**src/rtl/axis_byte_serializer_pkg.sv**
```systemverilog
// Shared types, constants and lane-scan helpers for the 32-bit to 8-bit AXI-stream serializer.
package axis_byte_serializer_pkg;

  localparam int unsigned DATA_W = 32;
  localparam int unsigned KEEP_W = 4;
  localparam int unsigned BYTE_W = 8;
  localparam int unsigned WORD_W = DATA_W + KEEP_W + 1;

  localparam logic [KEEP_W-1:0] KEEP_FULL = 4'b1111;
  localparam logic [KEEP_W-1:0] KEEP_NONE = 4'b0000;

  typedef enum logic {
    IDLE  = 1'b0,
    SHIFT = 1'b1
  } ser_state_e;

  typedef struct packed {
    logic              last;
    logic [KEEP_W-1:0] keep;
    logic [DATA_W-1:0] data;
  } axis_word_t;

  // Lowest set lane at or above 'from'; callers only use it on a non-empty mask.
  function automatic logic [1:0] next_lane(input logic [KEEP_W-1:0] keep,
                                           input logic [1:0]        from);
    logic [1:0] lane;
    lane = 2'd0;
    for (int i = KEEP_W - 1; i >= 0; i--) begin
      if (i >= int'(from) && keep[i]) lane = 2'(i);
    end
    return lane;
  endfunction

  function automatic logic [BYTE_W-1:0] lane_byte(input logic [DATA_W-1:0] data,
                                                  input logic [1:0]        lane);
    return data[{lane, 3'b000} +: BYTE_W];
  endfunction

endpackage

```
**src/rtl/axis_word_fifo.sv**
```systemverilog
// Word buffer for the serializer: DEPTH entries of {tlast, tkeep, tdata}, head readable without a pop.
module axis_word_fifo
  import axis_byte_serializer_pkg::*;
#(
  parameter int unsigned DEPTH = 4
) (
  input  logic                       clk,
  input  logic                       rstn,
  input  logic                       push_i,
  input  logic [WORD_W-1:0]          wr_word_i,
  input  logic                       pop_i,
  output logic [WORD_W-1:0]          rd_word_c_o,
  output logic [$clog2(DEPTH):0]     level_o
);

  localparam int unsigned AW    = $clog2(DEPTH);
  localparam int unsigned LVL_W = AW + 1;

  logic [WORD_W-1:0] mem_q [DEPTH];
  logic [AW-1:0]     wr_ptr_q, wr_ptr_d;
  logic [AW-1:0]     rd_ptr_q, rd_ptr_d;
  logic [LVL_W-1:0]  count_q, count_d;

  always_comb begin
    wr_ptr_d = wr_ptr_q;
    rd_ptr_d = rd_ptr_q;
    count_d  = count_q + LVL_W'(push_i) - LVL_W'(pop_i);
    if (push_i) wr_ptr_d = wr_ptr_q + AW'(1);
    if (pop_i)  rd_ptr_d = rd_ptr_q + AW'(1);
  end

  always_ff @(posedge clk) begin
    if (!rstn) begin
      wr_ptr_q <= '0;
      rd_ptr_q <= '0;
      count_q  <= '0;
    end else begin
      wr_ptr_q <= wr_ptr_d;
      rd_ptr_q <= rd_ptr_d;
      count_q  <= count_d;
    end
  end

  // Storage needs no reset: entries are only read once counted as valid.
  always_ff @(posedge clk) begin
    if (push_i) mem_q[wr_ptr_q] <= wr_word_i;
  end

  assign rd_word_c_o = mem_q[rd_ptr_q];
  assign level_o     = count_q;

endmodule

```
**src/rtl/axis_byte_serializer.sv**
```systemverilog
// 32-bit AXI-stream to byte-stream serializer with word FIFO; honours tkeep and tlast.
// Optional statistics counters are enabled by defining AXIS_SER_STATS_EN.
module axis_byte_serializer
  import axis_byte_serializer_pkg::*;
#(
  parameter int unsigned DEPTH = 4
) (
  input  logic                   clk,
  input  logic                   rstn,
  input  logic                   i_tvalid,
  output logic                   i_tready,
  input  logic [DATA_W-1:0]      i_tdata,
  input  logic [KEEP_W-1:0]      i_tkeep,
  input  logic                   i_tlast,
  output logic                   o_tvalid,
  input  logic                   o_tready,
  output logic [BYTE_W-1:0]      o_tdata,
  output logic                   o_tlast,
  output logic [$clog2(DEPTH):0] level,
  output logic                   busy
`ifdef AXIS_SER_STATS_EN
  ,
  output logic [15:0]            pkt_count,
  output logic [31:0]            byte_count,
  output logic [7:0]             null_count
`endif
);

  localparam int unsigned LVL_W = $clog2(DEPTH) + 1;

  ser_state_e        state_q, state_d;
  logic [DATA_W-1:0] data_q, data_d;
  logic [KEEP_W-1:0] rem_q, rem_d;
  logic              last_q, last_d;
  logic              o_tvalid_q, o_tvalid_d;
  logic [BYTE_W-1:0] o_tdata_q, o_tdata_d;
  logic              o_tlast_q, o_tlast_d;
  logic              i_tready_q, i_tready_d;
  logic              busy_q, busy_d;

  logic              push, pop, load, discard, byte_acc;
  logic [1:0]        lane;
  logic [WORD_W-1:0] fifo_rd;
  logic [LVL_W-1:0]  fifo_level, lvl_nxt;
  axis_word_t        head;

  axis_word_fifo #(
    .DEPTH (DEPTH)
  ) u_fifo (
    .clk         (clk),
    .rstn        (rstn),
    .push_i      (push),
    .wr_word_i   ({i_tlast, i_tkeep, i_tdata}),
    .pop_i       (pop),
    .rd_word_c_o (fifo_rd),
    .level_o     (fifo_level)
  );

  assign head     = axis_word_t'(fifo_rd);
  assign push     = i_tvalid && i_tready_q;
  assign byte_acc = o_tvalid_q && o_tready;

  // Serializer next-state: rem holds kept lanes not yet presented on o_tdata.
  always_comb begin
    state_d    = state_q;
    data_d     = data_q;
    rem_d      = rem_q;
    last_d     = last_q;
    o_tvalid_d = o_tvalid_q;
    o_tdata_d  = o_tdata_q;
    o_tlast_d  = o_tlast_q;
    load       = 1'b0;
    pop        = 1'b0;
    discard    = 1'b0;
    lane       = 2'd0;

    unique case (state_q)
      IDLE: begin
        if (fifo_level != '0) load = 1'b1;
      end
      SHIFT: begin
        if (byte_acc) begin
          if (rem_q != KEEP_NONE) begin
            lane      = next_lane(rem_q, 2'd0);
            o_tdata_d = lane_byte(data_q, lane);
            rem_d     = rem_q & ~(KEEP_W'(1) << lane);
            o_tlast_d = last_q && (rem_d == KEEP_NONE);
          end else if (fifo_level != '0) begin
            load = 1'b1;
          end else begin
            state_d    = IDLE;
            o_tvalid_d = 1'b0;
            o_tlast_d  = 1'b0;
          end
        end
      end
      default: state_d = IDLE;
    endcase

    if (load) begin
      pop = 1'b1;
      if (head.keep == KEEP_NONE) begin
        discard    = 1'b1;
        state_d    = IDLE;
        o_tvalid_d = 1'b0;
        o_tlast_d  = 1'b0;
      end else begin
        lane       = next_lane(head.keep, 2'd0);
        data_d     = head.data;
        last_d     = head.last;
        rem_d      = head.keep & ~(KEEP_W'(1) << lane);
        o_tdata_d  = lane_byte(head.data, lane);
        o_tlast_d  = head.last && (rem_d == KEEP_NONE);
        o_tvalid_d = 1'b1;
        state_d    = SHIFT;
      end
    end

    lvl_nxt    = fifo_level + LVL_W'(push) - LVL_W'(pop);
    i_tready_d = (lvl_nxt < LVL_W'(DEPTH));
    busy_d     = (lvl_nxt != '0) || (state_d == SHIFT);
  end

  always_ff @(posedge clk) begin
    if (!rstn) begin
      state_q    <= IDLE;
      data_q     <= '0;
      rem_q      <= KEEP_NONE;
      last_q     <= 1'b0;
      o_tvalid_q <= 1'b0;
      o_tdata_q  <= '0;
      o_tlast_q  <= 1'b0;
      i_tready_q <= 1'b0;
      busy_q     <= 1'b0;
    end else begin
      state_q    <= state_d;
      data_q     <= data_d;
      rem_q      <= rem_d;
      last_q     <= last_d;
      o_tvalid_q <= o_tvalid_d;
      o_tdata_q  <= o_tdata_d;
      o_tlast_q  <= o_tlast_d;
      i_tready_q <= i_tready_d;
      busy_q     <= busy_d;
    end
  end

  assign i_tready = i_tready_q;
  assign o_tvalid = o_tvalid_q;
  assign o_tdata  = o_tdata_q;
  assign o_tlast  = o_tlast_q;
  assign level    = fifo_level;
  assign busy     = busy_q;

`ifdef AXIS_SER_STATS_EN
  logic [15:0] pkt_cnt_q;
  logic [31:0] byte_cnt_q;
  logic [7:0]  null_cnt_q;

  // Counters wrap naturally at their width.
  always_ff @(posedge clk) begin
    if (!rstn) begin
      pkt_cnt_q  <= '0;
      byte_cnt_q <= '0;
      null_cnt_q <= '0;
    end else begin
      if (byte_acc && o_tlast_q) pkt_cnt_q <= pkt_cnt_q + 16'd1;
      if (byte_acc)              byte_cnt_q <= byte_cnt_q + 32'd1;
      if (discard)               null_cnt_q <= null_cnt_q + 8'd1;
    end
  end

  assign pkt_count  = pkt_cnt_q;
  assign byte_count = byte_cnt_q;
  assign null_count = null_cnt_q;
`endif

endmodule

```
**config.mk**
```make
export PLATFORM = sky130hd
export DESIGN_NAME = axis_byte_serializer
export DESIGN_NICKNAME = d
export VERILOG_FILES = /design/src/rtl/axis_byte_serializer_pkg.sv /design/src/rtl/axis_word_fifo.sv /design/src/rtl/axis_byte_serializer.sv
export SDC_FILE = /design/constraint.sdc
export NUM_CORES = 1
export LEC_CHECK = 0
export ABC_AREA = 1
export CELL_PAD_IN_SITES_DETAIL_PLACEMENT = 0
export CELL_PAD_IN_SITES_GLOBAL_PLACEMENT = 1
export CORE_MARGIN = 2
export CORE_UTILIZATION = 30
export CTS_CLUSTER_SIZE = 14
export DETAILED_ROUTE_END_ITERATION = 12
export GPL_ROUTABILITY_DRIVEN = 0
export PLACE_DENSITY = 0.54
export SLEW_MARGIN = 15
export SYNTH_ARGS = -nofsm -noshare
export SYNTH_HDL_FRONTEND = slang
export SYNTH_SLANG_ARGS = --single-unit
```
**constraint.sdc**
```tcl
create_clock -name clk -period 7.8 [get_ports clk]
set_input_delay 1.95 -clock clk [delete_from_list [all_inputs] [get_ports clk]]
set_output_delay 1.95 -clock clk [all_outputs]
set_load 0.005 [all_outputs]
```
==> impl_metrics.py <==
metrics = {
    "outcome": {
        "status": "finished, final reports clean",
    },
    "sta": {
        "slew_viol_final": 0,
        "tns_ns": 0,
        "tightest_slew_ns": 1.05,
        "fin_crit_ns": 3.73,
        "finalSetupViolations": 0,
        "maxSlewHeadroom": 0.297,
        "rsz0062_at_grt": "no",
        "hold_viol_final": 0,
        "period_share": 0.478,
        "fmax_mhz": 268,
        "skew_ns": 0.0111,
        "layout_setup_ws_ns": 4.07,
    },
    "placed_design": {
        "dp_slack_ns": 3.53,
        "dpl.hpwl_um": 13500,
        "io_buffers": 55,
    },
    "drt": {
        "drc_errors": 0,
        "wl_um": 22200,
        "routedWlPerCell_um": 17.3,
        "routed-via-count": 5960,
        "drtIter0Drc": 442,
        "dr.pass1.iters": 4,
        "via_per_inst": 4.65,
        "postRouteAntennaNets": 0,
    },
    "cells_and_area": {
        "synthToLayoutAreaGrowth_pct": 19.5,
        "n_antenna_cell": 0,
        "fill_cells": 2845,
        "layout-drive-gt1-share": 0.0762,
        "nNetsFinal": 934,
    },
    "floorplan": {
        "die_area_um2": 30000,
        "initial_core_util": 0.307,
        "die_w_um": 173,
        "die_height_um": 173,
        "num_io_pins": 56,
        "rows": 61,
        "coreArea_um2": 28000,
    },
    "setup_path": {
        "required_ns": 8.18,
        "path_max_fanout": 9,
        "crit_arrival_ns": 4.11,
        "crit_type": "input port to flop",
        "cp-end-kind": "flop",
        "cp-start-kind": "input port",
    },
    "logic_synthesis": {
        "muxShareOfSynthArea": 0,
        "yosys.area_share.simple": 0.184,
        "synth-edff-count": 148,
        "yosys-top-cells-area": "edfxtp_1, dfxtp_1, nand2_1",
        "ys_top_cells_by_count": "nand2_1, edfxtp_1, nor2_1",
        "yosysMostFrequentCell": "nand2_1",
        "synthesis.instances": 841,
        "synth_top_area_cell": "edfxtp_1",
        "avgSynthCellArea_um2": 10.2,
        "ys_seq_elements": 207,
        "synthFlopType": "edfxtp_1",
        "synthArstFlopShare": 0,
        "synth-compound-area-share": 0.0993,
        "synth_adder_area_share": 0.00961,
        "synth_top_family_by_area": "simple AND/OR/NAND/NOR gates",
        "synth_top_area_share": 0.517,
        "yosysWarnings": 0,
        "synthXorXnorAreaFrac": 0.00204,
        "syn-num-nets": 888,
        "ys_seq_area_frac": 0.654,
        "yosysUniqueCellTypes": 36,
        "synthesis.area_um2": 8600,
    },
    "cts": {
        "insertion_delay_ns": 0.51,
        "post_cts_buffers": 0,
        "postCtsHoldBufs": 0,
        "clk_path_buf_depth": 3,
        "htreeDepth": 1,
        "ctsResizeCount": 0,
        "cts_root_buf": "clkbuf_16",
        "cts_tree": "done",
        "cts_buffers": 24,
        "clk_pin_slew_ns": 0.06,
        "clock-sinks": 207,
    },
    "pwr": {
        "ir_drop_uv": 137,
        "powerDensity_nw_per_um2": 386,
        "leakagePower_nw": 3.73,
    },
    "global_routing": {
        "grt_pass1_wl_um": 34500,
        "grt_overflow_total": 0,
        "globalRouteTotalUtil": 0.148,
        "antenna_found_initial": 0,
        "first_global_vias": 5728,
        "grt_start_max_net_pins": 59,
    },
    "flow_run": {
        "max_cap_violations": 0,
    },
    "hold_path": {
        "min_path_type": "flop to flop",
    },
}
placed cells by master, fill, tap and decap left out, drive strengths merged, types with 3 or more instances in the layout:
cell type,netlist,routed
nand2,162,162
edfxtp,148,148
nor2,107,107
nand3,94,94
o21ai,88,88
dfxtp,59,59
clkdlybuf4s50,0,55
inv,49,49
a21oi,46,46
clkbuf,16,35
o22ai,25,25
clkinv,2,10
buf,28,9
ha,5,5
nand3b,3,3
cells by family (layout without fill, tap and decap cells):
group,after synthesis,after routing
AO/OA/AOI/OAI,162,162
XOR/XNOR,2,2
adder cells (fa/ha/maj),6,6
buffers and inverters,95,159
flip-flops,207,207
AND/OR/NAND/NOR,369,369
report_power, final:
part	switching (mW)	internal, mW
Sequential	0.0958	1.34
Clock	0.430	0.674
Combinational	0.984	0.433
Total	1.51	2.45
registers in the layout, indices dropped and copies added (netlist names), 2 cells and up, named ones only:
register         flops
rem_q                4
u_fifo.level_o       3
data_q              32
u_fifo.wr_ptr_q      2
u_fifo.rd_ptr_q      2
o_tdata              8
u_fifo.mem_q       148
path summary, 6_finish.rpt:
kind,from,endpoint,slack (ns),cells past startpoint
setup / recovery,o_tready,busy,4.07,11
hold / removal,data_q[18],data_q[18],0.46,2
setup reg to reg,rem_q[1],busy,4.74,11
hold reg to reg,data_q[18],data_q[18],0.46,2
per-stage QoR:
stage          utilization  power, mW  hold slack (ns)  std cells  instance area (µm²)
3_3_place_gp         0.338       2.91            0.446       1239                 9480
5_1_grt              0.367       4.26            0.478       1283                10300
4_1_cts              0.367       4.02            0.459       1283                10300
2_1_floorplan            -       2.46            0.425        841                 8600
6_report             0.367       3.96            0.456       1283                10300
3_5_place_dp         0.338       2.90            0.450       1239                 9480
worst max-delay path, stage by stage:
cell,delay [ns]
clkdlybuf4s50_1,0.46
nand2_1,0.07
o21ai_2,0.22
nand2_2,0.14
clkinv_2,0.17
nand2_1,0.11
o21ai_0,0.09
ha_1,0.19
fa_1,0.43
nor3_1,0.18
a31oi_1,0.09
layer usage:
metal  vias up  part of all wire  GRT usage
met5         -                 0          0
met4         0             0.019     0.0388
met3        34             0.042     0.0259
met2       100              0.45      0.228
met1      2828              0.49      0.214
li1       2998                 -          -
layout make-up:
class | count | area (µm²) | area share
sequential | 207 | 5630 | 0.548
multi-input combinational | 539 | 2560 | 0.249
clock buffer | 35 | 723 | 0.0704
timing repair buffer | 64 | 618 | 0.0602
tap | 378 | 473 | 0.0460
inverter | 51 | 198 | 0.0192
clock inverter | 9 | 72.6 | 0.00706
Note: power is estimated with default switching activity, not from simulation.
